==> config.mk <==
export PLATFORM = sky130hd
export DESIGN_NAME = rf_wr_arbiter
export DESIGN_NICKNAME = d
export VERILOG_FILES = /design/src/rtl/rv_pkg.sv /design/src/rtl/rf_wr_arbiter.sv
export SDC_FILE = /design/constraint.sdc
export NUM_CORES = 1
export LEC_CHECK = 0
export ABC_CLOCK_PERIOD_IN_PS = 2000
export BUFFER_PORTS_ARGS = -buffer_cell sky130_fd_sc_hd__clkbuf_2
export CELL_PAD_IN_SITES_DETAIL_PLACEMENT = 1
export CELL_PAD_IN_SITES_GLOBAL_PLACEMENT = 2
export CORE_MARGIN = 4
export CORE_UTILIZATION = 26
export DETAILED_ROUTE_END_ITERATION = 12
export HOLD_SLACK_MARGIN = 0.06
export PLACE_DENSITY = 0.88
export SETUP_SLACK_MARGIN = 0.1
export SLEW_MARGIN = 20
export SYNTH_ARGS = -nofsm -noshare
export SYNTH_HDL_FRONTEND = slang
export SYNTH_SLANG_ARGS = --single-unit
==> constraint.sdc <==
create_clock -name clk -period 2 [get_ports clk]
set_clock_uncertainty 0.15 [all_clocks]
set_input_delay 0.2 -clock clk [delete_from_list [all_inputs] [get_ports clk]]
set_output_delay 0.2 -clock clk [all_outputs]
set_load 0.01 [all_outputs]
==> src/rtl/rv_pkg.sv <==
// Shared core definitions: datapath widths and writeback requester indices.
package rv_pkg;

  localparam int RV_DATA_W = 32;
  localparam int RV_ADDR_W = 5;

  typedef enum logic {
    REQ_ALU  = 1'b0,
    REQ_LOAD = 1'b1
  } req_idx_e;

endpackage

==> src/rtl/rf_wr_arbiter.sv <==
// Two-requester round-robin arbiter for the register file write port,
// with a single registered output stage.
module rf_wr_arbiter
  import rv_pkg::*;
#(
  parameter int DATA_W = RV_DATA_W,
  parameter int ADDR_W = RV_ADDR_W
) (
  input  logic              clk,
  input  logic              rst_n,
  input  logic              hold,
  input  logic              req0_valid,
  input  logic [ADDR_W-1:0] req0_addr,
  input  logic [DATA_W-1:0] req0_data,
  output logic              req0_ready,
  input  logic              req1_valid,
  input  logic [ADDR_W-1:0] req1_addr,
  input  logic [DATA_W-1:0] req1_data,
  output logic              req1_ready,
  output logic              rf_we,
  output logic [ADDR_W-1:0] rf_waddr,
  output logic [DATA_W-1:0] rf_wdata,
  output logic              busy
);

  req_idx_e rr_ptr;
  logic     xfer0;
  logic     xfer1;
  logic     contend;

  // NOTE: every always_comb output gets a default first so no path can infer a latch.
  always_comb begin
    req0_ready = 1'b0;
    req1_ready = 1'b0;
    if (rst_n && !hold) begin
      req0_ready = req0_valid & (!req1_valid | (rr_ptr == REQ_ALU));
      req1_ready = req1_valid & (!req0_valid | (rr_ptr == REQ_LOAD));
    end
  end

  assign xfer0   = req0_valid & req0_ready;
  assign xfer1   = req1_valid & req1_ready;
  assign contend = req0_valid & req1_valid;

  // NOTE: state uses non-blocking assignments, and every flop (including the
  // data register) is reset so a pre-reset write can never leak out.
  always_ff @(posedge clk or negedge rst_n) begin
    if (!rst_n) begin
      rf_we    <= 1'b0;
      rf_waddr <= '0;
      rf_wdata <= '0;
      rr_ptr   <= REQ_ALU;
    end else begin
      rf_we <= 1'b0;
      if (xfer0) begin
        // Writes to x0 still transfer, but never enable the register file.
        rf_we    <= (req0_addr != '0);
        rf_waddr <= req0_addr;
        rf_wdata <= req0_data;
      end else if (xfer1) begin
        rf_we    <= (req1_addr != '0);
        rf_waddr <= req1_addr;
        rf_wdata <= req1_data;
      end
      if (contend && (xfer0 || xfer1))
        rr_ptr <= (rr_ptr == REQ_ALU) ? REQ_LOAD : REQ_ALU;
    end
  end

  assign busy = rf_we;

endmodule

# Yosys cells after proc, flatten, opt, wreduce, memory -nomap -nowiden
# Cells that the tools add are included.
# Widths: inputs -> output; s select.
[totals] regBits=39 elab_cells=30 output_inout_bits=41
[op_classes] muxes=9 bitwise=8 n_reduce_logical=9
[ops] cell="$mux 32" n=2
[ops] cell="$mux 5" n=2
[ops] cell="$reduce_bool 5->1" n=2
[ops] cell="$and 1x1->1" n=5
[ops] cell="$mux 1" n=5
[ops] cell="$logic_not 1->1" n=3
[ops] cell="$logic_and 1x1->1" n=2
[ops] cell="$or 1x1->1" n=2
[ops] cell="$reduce_bool 2->1" n=1
[ops] cell="$logic_or 1x1->1" n=1
[ops] cell="$not 1->1" n=1

# Depth between registers and ports, before layout
# Gate-level depths: netlist (run 1).
[depth] ltp_word=7 mapped_depth=5 ltp_nobuf=3

# Least setup slack after synthesis (run 1)
# No wires, ideal clock.
[synth_timing] path_kind="register -> register" startpoint="register rr_ptr" endpoint="register rf_wdata[10]" slack_ns=0.561 setup_ns=0.126 arrival_ns=1.163 stages_incl_launch_ff=6 cell_sequence="dfrtp_1 > nand2_2 > nand3_2 > buf_6 > buf_6 > a221o_1"
[synth_between] elab_chain_cells=6
[synth_rtl] item="start: declaration" line_no="rf_wr_arbiter.sv:26" text="req_idx_e rr_ptr;"
[synth_rtl] item="start signal: assignment" line_no="rf_wr_arbiter.sv:66" text="rr_ptr <= (rr_ptr == REQ_ALU) ? REQ_LOAD : REQ_ALU;"
[synth_rtl] item="$not 1->1"
[synth_rtl] item="$or 1x1->1" line_no="rf_wr_arbiter.sv:36" text="req0_ready = req0_valid & (!req1_valid | (rr_ptr == REQ_ALU));"
[synth_rtl] item="$and 1x1->1" line_no="rf_wr_arbiter.sv:36"
[synth_rtl] item="$mux 1" line_no="rf_wr_arbiter.sv:35" text="if (rst_n && !hold) begin"
[synth_rtl] item="$and 1x1->1" line_no="rf_wr_arbiter.sv:41" text="assign xfer0 = req0_valid & req0_ready;"
[synth_rtl] item="$mux 32 / $reduce_bool 2->1 (equally long branches)"
[synth_rtl] item="end signal: assignment" line_no="rf_wr_arbiter.sv:59" text="rf_wdata <= req0_data;"
[synth_rtl] item="end signal: assignment" line_no="rf_wr_arbiter.sv:63" text="rf_wdata <= req1_data;"
[synth_rtl] item="end: declaration" line_no="rf_wr_arbiter.sv:22" text="output logic [DATA_W-1:0] rf_wdata,"
# Parallel ways exist; a longest one is shown, timed or not.
# A chain may end at the register's enable or synchronous reset.

# Worst setup path in the final report (run 1)
[layout_timing] startpoint="register rr_ptr" endpoint="output req0_ready"
[layout_between] elab_chain_cells=4
[layout_rtl] item="$not 1->1"
[layout_rtl] item="$or 1x1->1" line_no="rf_wr_arbiter.sv:36"
[layout_rtl] item="$and 1x1->1" line_no="rf_wr_arbiter.sv:36"
[layout_rtl] item="$mux 1" line_no="rf_wr_arbiter.sv:35"
[layout_rtl] item="end: declaration" line_no="rf_wr_arbiter.sv:15" text="output logic req0_ready,"
# Every way passes these cells.

==> results of run 1 <==
-- stage by stage --
| step | setup slack [ns] | util, % |
|---|---|---|
| final | 0.255 | 37.0 |
| after detailed placement | 0.292 | 35.2 |
| after global routing | 0.139 | 37.0 |
| after CTS | 0.226 | 37.0 |
| after floorplan | 0.561 | - |
| after global placement | 0.336 | 35.2 |
-- synthesized netlist by cell type, drive strengths merged, types with 2 or more instances --
master	instances	area share, %
inv	2	0.34
or4	2	0.68
nor3b	36	12
and4	36	14
clkbuf	6	1.0
nand3	3	0.90
buf	20	6.3
nand2b	2	0.56
a221o	36	16
nor2	3	0.85
dfrtp	39	44
-- worst register-to-register path: stages (launching register included) --
cell and delay, ns:
sky130_fd_sc_hd__dfrtp_1 0.42, sky130_fd_sc_hd__nand2_2 0.17, sky130_fd_sc_hd__nand3_2 0.10, sky130_fd_sc_hd__buf_4 0.22, sky130_fd_sc_hd__a221o_1 0.35
-- timing repair --
| item | 4_1_cts | 5_1_grt |
|---|---|---|
| hold buffers | 4 | 0 |
| hold endpoints to repair | 41 | 0 |
| resized for setup | 0 | 0 |
-- state kept, by name (all words and copies together), names as in the netlist --
signal,count
rr_ptr,1
busy,1
rf_waddr,5
rf_wdata,32
-- layer usage --
layer	GRT usage, %	vias to the layer above	wire [um]
li1	-	1015	-
met1	20.2	1083	3420
met5	0	-	0
met4	3.52	0	90
met3	4.59	9	536
met2	24.9	89	3600
-- layout make-up --
class / count / area (um2)
Clock buffer: 7 / 96.3
Clock inverter: 1 / 7.51
Fill cell: 968 / 5200
Inverter: 2 / 7.51
Multi-Input combinational cell: 125 / 1080
Sequential cell: 39 / 976
Tap cell: 105 / 131
Timing Repair Buffer: 135 / 751
-- cell usage in the layout (no fill, tap or decap) --
master                          Yosys  final
sky130_fd_sc_hd__nand3_2            1      1
sky130_fd_sc_hd__o21ai_4            0      1
sky130_fd_sc_hd__dlygate4sd3_1      0      4
sky130_fd_sc_hd__nor2_4             1      1
sky130_fd_sc_hd__and4_1            36     36
sky130_fd_sc_hd__buf_4              1     10
sky130_fd_sc_hd__buf_12             0      2
sky130_fd_sc_hd__nand2_2            1      1
sky130_fd_sc_hd__o21bai_1           1      1
sky130_fd_sc_hd__nand3_1            2      2
sky130_fd_sc_hd__nor2b_4            1      1
sky130_fd_sc_hd__dfrtp_1           39     39
sky130_fd_sc_hd__inv_1              2      2
sky130_fd_sc_hd__nor2_1             2      2
sky130_fd_sc_hd__or4_1              2      2
sky130_fd_sc_hd__o221a_1            1      1
sky130_fd_sc_hd__nand2b_2           0      1
sky130_fd_sc_hd__o22ai_1            1      1
sky130_fd_sc_hd__xnor2_1            1      1
sky130_fd_sc_hd__clkbuf_2           0    119
sky130_fd_sc_hd__nand2b_1           2      1
sky130_fd_sc_hd__nor3b_1           36     36
sky130_fd_sc_hd__clkinvlp_4         0      1
sky130_fd_sc_hd__a221o_1           36     36
sky130_fd_sc_hd__clkbuf_8           0      7
-- power groups by stage --
stage | clock [uW] | combinational [uW] | sequential [uW]
floorplan | 0 | 338 | 1140
global placement | 0 | 771 | 1080
detailed placement | 0 | 791 | 1080
CTS | 629 | 796 | 1070
global route | 655 | 862 | 1090
finish | 610 | 778 | 1070
-- cells by family after synthesis --
family | after synthesis | synth area share, %
compound gates | 40 | 17.7
buf+inv | 28 | 7.66
flops | 39 | 43.9
xor+xnor | 1 | 0.394
simple gates | 84 | 30.3
-- final timing paths --
| path | start | endpoint | slack (ns) | depth (start not counted) |
|---|---|---|---|---|
| max | rr_ptr | req0_ready | 0.25 | 5 |
| min | req0_addr[0] | rf_waddr[0] | 0.09 | 2 |
| max reg2reg | rr_ptr | rf_wdata[12] | 0.47 | 4 |
| min reg2reg | rr_ptr | rr_ptr | 0.37 | 1 |
| max in group asynchronous | rst_n | rf_wdata[17] | 0.87 | 3 |
| min in group asynchronous | rst_n | busy | 0.46 | 3 |
==> results.toml, run 1 <==
[cells_and_area]
layout-drive-gt1-share_pct = 46.9
layout-area-overhead-vs-synth_pct = 37.5
fin_cells = 414
fin_area_um2 = 3050
number_of_nets_in_the_final_layout = 387
antenna_diode_count = 0

[power_and_ir_drop]
p_seq_share_pct = 43.4
switching_share_pct = 32.2
power.combinational.fraction_pct = 31.7
power_report.internal_total_uw = 1660
worst_ir_drop_vdd_mv = 0.231
clock_power_share_pct = 24.8
power.net_switching_uw = 791
power_dens_cells_nw_per_um2 = 803
leakage_uw = 0.00144
totalPowerFinal_uw = 2450

[timing]
achievable-frequency_ghz = 0.573
setup_repair_after_global_routing_missed_its_margin = "no"
post-route-period-util_pct = 87.3
fin_setup_tns_ns = 0
final_max_slew_viol_count = 0
worstMarginPinSlew_ns = 0.994
timing.final.setup_violations = 0
worst_hold_slack_ns = 0.0874
max_slew_margin_pct = 33.5
final-hold-violation-count = 0
period_minus_slack_ns = 1.75

[global_route]
vias_in_the_first_global_route = 2461
grt_start_max_net_pins = 40
grt_util_all_layers_pct = 15.4
grt_overflow = 0
wire_length_of_the_first_global_routing_pass_um = 12400
antenna_violations_before_repair = 0

[route]
remaining_drc_errors = 0
vias = 2196
detailed_route_vias_per_instance = 5.30
wirelength_um = 7650
wl_per_cell_um = 18.5
first_pass_iters = 4
ant_nets = 0
drt_iter0_drc = 51

[critical_path]
critical_path_peak_fanout = 19
timing.critical_path.buf_inv = 3
timing.critical_path.cells = "nand2_2 -> nand3_2 -> buf_4 -> inv_1 -> clkbuf_2"
critical-path-slowest-cell = "sky130_fd_sc_hd__dfrtp_1"
critPathLaunchType = "flop"
timing.critical_path.arrival_ns = 1.40
worst-endpoint-required_ns = 1.65
critical-path-top-delay-family = "flip-flops"
critical_path_type = "reg2out"
maximum_cell_stage_delay_along_the_critical_path_ns = 0.42
endpoint_kind = "output port"

[synth]
synth_seq_area_share_pct = 43.9
ys_seq_elements = 39
synth.avg_cell_area_um2 = 11.6
synth_ff_type = "sky130_fd_sc_hd__dfrtp_1"
synth_warnings = 0
synthesis.instances = 192
async_flop_share_pct = 100
synth.cell_area_um2 = 2220
synth-edff-count = 0
synth.lib_cells_used.distinct = 22
mappedNetlistNets = 271

[worst_hold_path]
hold_path.class = "in2reg"

[clocking]
cts_post_setup_buffers_inserted = 0
cts_inserted_buffers = 5
clkLatencyLatePin_ns = 0.29
cts_sinks = 39
clk_path_buf_depth = 2
cts.clk_slew.worst_paths_ns = 0.09
cts_tree = "yes"
cts-htree-levels = 2
clock_tree.root_cell = "sky130_fd_sc_hd__clkbuf_8"

[placed_design]
dp_hpwl_um = 5650
gp_routability_congestion = 0.711
dpl.cell_count = 402
placed_cell_area_um2 = 2910
numPortBuffers = 119

[die]
placement_rows = 33
core-area_um2 = 8260
initial_utilization_pct = 26.9
io_pins = 120
die-area_um2 = 10100
die_h_um = 100
fp.dieW_um = 100

[flow_run]
drv_cap = 0

[run_status]
result_of_the_run = "finished, final reports clean"
(Power assumes the default switching activity.)
==> run 2, diff against run 1 <==
Settings changed: CELL_PAD_IN_SITES_DETAIL_PLACEMENT 1 to not set, CELL_PAD_IN_SITES_GLOBAL_PLACEMENT 2 to not set, CORE_UTILIZATION 26 to 40, PLACE_DENSITY 0.88 to 0.82.
==> run 2 against run 1 <==
Sequential share of layout area is 1.2 points higher. Register-to-register slack improved by 0.03 ns. Worst hold slack got worse by 0.0083 ns. Core utilization increased by 19 points. Sequential power hardly changed. Clock-buffer cell count shrank 1. Highest routed layer unchanged.
==> results.toml, run 2 (synthesis gave the netlist of run 1 again) <==
[global_route]
antenna_violations_before_repair = 0
vias_in_the_first_global_route = 2083
grt_util_all_layers_pct = 19.0
grt_overflow = 0
wire_length_of_the_first_global_routing_pass_um = 10100
grt_start_max_net_pins = 40

[die]
io_pins = 120
placement_rows = 26
die-area_um2 = 6810
initial_utilization_pct = 42.4
die_h_um = 82.5
fp.dieW_um = 82.5
core-area_um2 = 5240

[cells_and_area]
mostFrequentLayoutCells = "119 x sky130_fd_sc_hd__clkbuf_2, 39 x sky130_fd_sc_hd__dfrtp_1, 36 x sky130_fd_sc_hd__nor3b_1, 36 x sky130_fd_sc_hd__and4_1, 36 x sky130_fd_sc_hd__a221o_1"
largest-register = "rf_wdata"
number_of_nets_in_the_final_layout = 384
antenna_diode_count = 0
largest_register_ff_count = 32
registers_with_the_highest_flip_flop_counts = "rf_wdata: 32 flops, rf_waddr: 5 flops"
layout-drive-gt1-share_pct = 46.6
layout-area-overhead-vs-synth_pct = 32.7
layout_commonest_cell = "sky130_fd_sc_hd__clkbuf_2"

[flow_run]
drv_cap = 0

[clocking]
cts_sinks = 39
cts_post_setup_buffers_inserted = 0
clock_tree.root_cell = "sky130_fd_sc_hd__clkbuf_8"
cts-htree-levels = 2
cts.clk_slew.worst_paths_ns = 0.08
clk_path_buf_depth = 2
cts_inserted_buffers = 5
clkLatencyLatePin_ns = 0.27
cts_tree = "yes"

[timing]
fin_setup_tns_ns = 0
worst_slack_ns = 0.291
timing.final.setup_violations = 0
post-route-period-util_pct = 85.4
worstMarginPinSlew_ns = 0.959
period_minus_slack_ns = 1.71
final_max_slew_viol_count = 0
setup_repair_after_global_routing_missed_its_margin = "no"
max_slew_margin_pct = 35.8
achievable-frequency_ghz = 0.585
final-hold-violation-count = 0

[route]
remaining_drc_errors = 0
drt_iter0_drc = 130
wl_per_cell_um = 17.5
ant_nets = 0
vias = 2145
first_pass_iters = 4
wirelength_um = 6560
detailed_route_vias_per_instance = 5.72

[placed_design]
placement.setup.worst_slack_ns = 0.327
numPortBuffers = 119
dp_hpwl_um = 4620
gp_routability_congestion = 0.761

[power_and_ir_drop]
leakage_uw = 0.00141
power_dens_cells_nw_per_um2 = 793
worst_ir_drop_vdd_mv = 0.302

[critical_path]
reg2reg_setup_slack_ns = 0.50
regToRegEndpoint = "rf_wdata[11]"
critical_path_peak_fanout = 16
worst-endpoint-required_ns = 1.65
worst-r2r-cell-count = 4
critical_path_type = "reg2out"
endpoint_kind = "output port"
timing.critical_path.arrival_ns = 1.36
critPathLaunchType = "flop"
worstReg2RegStart = "rr_ptr"

[worst_hold_path]
worstHoldPathCells = 2
hold_path_startpoint = "req1_addr[0]"
hold_path.class = "in2reg"
min_to = "rf_waddr[0]"

[run_status]
result_of_the_run = "finished, final reports clean"
==> run 2: cell types whose count changed in the layout (fill, tap and decap cells not counted), sizes merged <==
cell	change
buf	-1
clkinv	+1
clkbuf	-1
clkinvlp	-1
dlygate4sd3	-2
==> run 2: stage by stage <==
| step | instances | power, uW | hold WS, ns | cell area [um2] | utilization (%) |
|---|---|---|---|---|---|
| finish | 375 | 2340 | 0.0791 | 2950 | 56.3 |
| global route | 375 | 2470 | 0.0826 | 2950 | 56.3 |
| CTS | 375 | 2360 | 0.0668 | 2940 | 56.1 |
| detailed placement | 366 | 1820 | 0.192 | 2830 | 54.1 |
| global placement | 366 | 1800 | 0.176 | 2830 | 54.1 |
| floorplan | 192 | 1480 | -0.246 | 2220 | - |
==> run 2: how the worst max path moves through the flow <==
stage	start	endpoint	slack [ns]	cells after the start
final	rr_ptr	req0_ready	0.29	5
after global routing	rr_ptr	req0_ready	0.19	5
after CTS	rr_ptr	req0_ready	0.17	5
after detailed placement	rst_n	rf_wdata[20]	0.33	5
after global placement	hold	rf_wdata[20]	0.36	5
after floorplan	rr_ptr	rf_wdata[10]	0.56	5
==> run 2: layout make-up <==
type,count,area [um2]
fillers,491,2290
multi-input cells,125,1090
clock buffers,6,82.6
repair buffers,132,698
clock inverters,1,5.00
inverters,2,7.51
flip-flops and latches,39,976
well taps,70,87.6
==> run 2: per-layer routing <==
metal / wire length, um / track usage, % / up-vias
met5: 0 / 0 / -
met4: 29 / 3.59 / 0
met3: 510 / 3.90 / 4
met2: 3070 / 30.9 / 87
met1: 2950 / 26.4 / 1042
li1: - / - / 1012
==> run 2: worst max-delay path: stages (launching register included) <==
cell                       delay (ns)
sky130_fd_sc_hd__dfrtp_1         0.41
sky130_fd_sc_hd__nand2_2         0.10
sky130_fd_sc_hd__nand3_4         0.15
sky130_fd_sc_hd__buf_4           0.24
sky130_fd_sc_hd__inv_1           0.06
sky130_fd_sc_hd__clkbuf_2        0.12
==> run 2: what timing repair did <==
action	CTS	global route
endpoints found under the setup margin	0	1
hold buffers	2	0
gates resized for setup	0	1
endpoints found under the hold margin	40	0
==> run 2: power breakdown <==
| part | switching [uW] | internal (uW) |
|---|---|---|
| registers | 105 | 957 |
| clock network | 264 | 271 |
| logic | 376 | 365 |
| total | 745 | 1590 |
==> run 3, diff against run 2 <==
Settings changed: ABC_AREA set to 1, SLEW_MARGIN 20 to not set.
==> run 3 against run 2 <==
First-iteration DRC count is 9.2% lower. Critical path type unchanged. Combinational power is 16% lower. Worst hold slack worse by 0.017 ns. Die area is 0.67% lower. Core utilization is 4.4 points higher. Critical endpoint unchanged. Wire length is 4.1% lower. Clock power is 4% lower. Non-clock buffer count is 18 higher.
==> results.toml, run 3 <==
[critical_path]
worst-endpoint-required_ns = 1.65
endpoint_kind = "output port"
critical_path_type = "reg2out"
critPathLaunchType = "flop"
critical_path_peak_fanout = 17
timing.critical_path.arrival_ns = 1.40
reg2reg_setup_slack_ns = 0.58

[timing]
achievable-frequency_ghz = 0.572
timing.final.setup_violations = 0
fin_setup_tns_ns = 0
worstMarginPinSlew_ns = 0.483
setup_repair_after_global_routing_missed_its_margin = "no"
period_minus_slack_ns = 1.75
final_max_slew_viol_count = 0
post-route-period-util_pct = 87.5
final-hold-violation-count = 0
max_slew_margin_pct = 67.8

[synth]
ys_seq_elements = 39
synth_top_cells_by_count = "154 x sky130_fd_sc_hd__nand2_1, 76 x sky130_fd_sc_hd__inv_1, 39 x sky130_fd_sc_hd__dfrtp_1"
mappedNetlistNets = 413
synth.lib_cells_used.distinct = 20
synthesis.instances = 334
synthMostInstantiatedCell = "sky130_fd_sc_hd__nand2_1"
post-synth-top-area-cell = "sky130_fd_sc_hd__dfrtp_1"
synth_warnings = 0
synth.avg_cell_area_um2 = 6.60
yosys-top-cells-area = "sky130_fd_sc_hd__dfrtp_1 44%, sky130_fd_sc_hd__nand2_1 26%, sky130_fd_sc_hd__inv_1 13%"
synth.cell_area_um2 = 2200
synth.top_cell.area_share_pct = 44.3
synth_ff_type = "sky130_fd_sc_hd__dfrtp_1"
synth_seq_area_share_pct = 44.3
synth-edff-count = 0
async_flop_share_pct = 100

[cells_and_area]
antenna_diode_count = 0
number_of_nets_in_the_final_layout = 555
registers_with_the_highest_flip_flop_counts = "rf_wdata: 32 flops, rf_waddr: 5 flops"
layout-area-overhead-vs-synth_pct = 44.0
layout_commonest_cell = "sky130_fd_sc_hd__nand2_1"
largest-register = "rf_wdata"
layout-drive-gt1-share_pct = 29.6
largest_register_ff_count = 32
mostFrequentLayoutCells = "154 x sky130_fd_sc_hd__nand2_1, 119 x sky130_fd_sc_hd__clkbuf_2, 76 x sky130_fd_sc_hd__inv_1, 39 x sky130_fd_sc_hd__dfrtp_1, 38 x sky130_fd_sc_hd__nand3_1"

[power_and_ir_drop]
leakage_uw = 0.00208
power.combinational.fraction_pct = 29.2
p_seq_share_pct = 46.7
switching_share_pct = 32.6
power_dens_cells_nw_per_um2 = 672
worst_ir_drop_vdd_mv = 0.351
power.net_switching_uw = 696
power_report.internal_total_uw = 1440
clock_power_share_pct = 24.1
totalPowerFinal_uw = 2130

[route]
wl_per_cell_um = 11.5
vias = 2471
detailed_route_vias_per_instance = 4.52
drt_iter0_drc = 118
first_pass_iters = 4
remaining_drc_errors = 0
wirelength_um = 6290
ant_nets = 0

[global_route]
grt_start_max_net_pins = 39
grt_util_all_layers_pct = 19.6
grt_overflow = 0
vias_in_the_first_global_route = 2365
antenna_violations_before_repair = 0
wire_length_of_the_first_global_routing_pass_um = 10300

[clocking]
cts.clk_slew.worst_paths_ns = 0.08
cts_inserted_buffers = 5
cts_post_setup_buffers_inserted = 0
cts-htree-levels = 2
clock_tree.root_cell = "sky130_fd_sc_hd__clkbuf_8"
cts_tree = "yes"
cts_sinks = 39
clk_path_buf_depth = 2
clkLatencyLatePin_ns = 0.28

[worst_hold_path]
hold_path.class = "in2reg"

[die]
placement_rows = 26
die-area_um2 = 6760
core-area_um2 = 5240
die_h_um = 82.2
io_pins = 120
initial_utilization_pct = 42.1
fp.dieW_um = 82.2

[placed_design]
dp_hpwl_um = 4590
gp_routability_congestion = 0.717
numPortBuffers = 119

[flow_run]
drv_cap = 0

[run_status]
result_of_the_run = "finished, final reports clean"
run 3: changes by cell type after synthesis, moves of 36 or more:
cell / before / now
sky130_fd_sc_hd__nand3_1: 2 / 38
sky130_fd_sc_hd__nand2_1: 0 / 154
sky130_fd_sc_hd__and4_1: 36 / 0
sky130_fd_sc_hd__inv_1: 2 / 76
sky130_fd_sc_hd__a221o_1: 36 / 0
sky130_fd_sc_hd__nor3b_1: 36 / 0
run 3: repair_timing:
item | in CTS | in global routing
hold buffers | 22 | 0
hold endpoints to repair | 56 | 0
resized for setup | 0 | 0
setup endpoints to repair | 0 | 0
run 3: layout make-up:
type	count	area, um2
multi-input cells	203	856
inverters	77	289
clock buffers	5	68.8
flip-flops and latches	39	976
clock inverters	3	15.0
repair buffers	150	883
well taps	70	87.6
fillers	491	2060
run 3: cell families (layout without fill, tap and decap cells):
logic type	count (synthesis)	count (layout)	synth area share, %
buf+inv	92	235	17.4
xor+xnor	1	1	0.397
simple gates	198	198	36.9
flops	39	39	44.3
compound gates	4	4	1.02
run 3: final timing paths:
| check | startpoint | to | cells after the start |
|---|---|---|---|
| max in group asynchronous | rst_n | rf_waddr[2] | 3 |
| setup / recovery | rr_ptr | req0_ready | 5 |
| hold / removal | req1_data[20] | rf_wdata[20] | 5 |
| hold reg to reg | rf_wdata[8] | rf_wdata[8] | 2 |
| min in group asynchronous | rst_n | rf_waddr[4] | 2 |
| setup reg to reg | rr_ptr | rf_wdata[22] | 7 |
run 3: per-stage QoR:
| step | setup slack (ns) | instance area, um2 | hold WS, ns | cells | util (%) |
|---|---|---|---|---|---|
| after detailed placement | 0.510 | 2870 | -0.139 | 517 | 54.8 |
| after floorplan | 0.675 | 2200 | -0.246 | 334 | - |
| after global routing | 0.120 | 3180 | 0.0736 | 547 | 60.6 |
| after CTS | 0.231 | 3180 | 0.0602 | 547 | 60.6 |
| after global placement | 0.576 | 2870 | -0.142 | 517 | 54.8 |
| final | 0.250 | 3180 | 0.0620 | 547 | 60.6 |
run 3: power groups by stage:
stage	combinational [uW]	clock, uW	sequential, uW
2_1_floorplan	256	0	1060
3_3_place_gp	581	0	1010
3_5_place_dp	597	0	1010
4_1_cts	632	529	996
5_1_grt	711	568	1010
6_report	623	515	996
run 3: metal layers:
layer | routed length (um) | track usage, % | vias up
li1 | - | - | 1253
met1 | 2570 | 22.2 | 1125
met2 | 3180 | 36.2 | 82
met3 | 456 | 4.56 | 11
met4 | 80 | 5.65 | 0
met5 | 0 | 0 | -
run 3: worst max-delay path, cell delays in order (launching register included):
cell	delay [ns]
sky130_fd_sc_hd__dfrtp_1	0.38
sky130_fd_sc_hd__nand2_1	0.11
sky130_fd_sc_hd__nand2_1	0.09
sky130_fd_sc_hd__nor2_2	0.13
sky130_fd_sc_hd__buf_4	0.24
sky130_fd_sc_hd__clkbuf_2	0.17
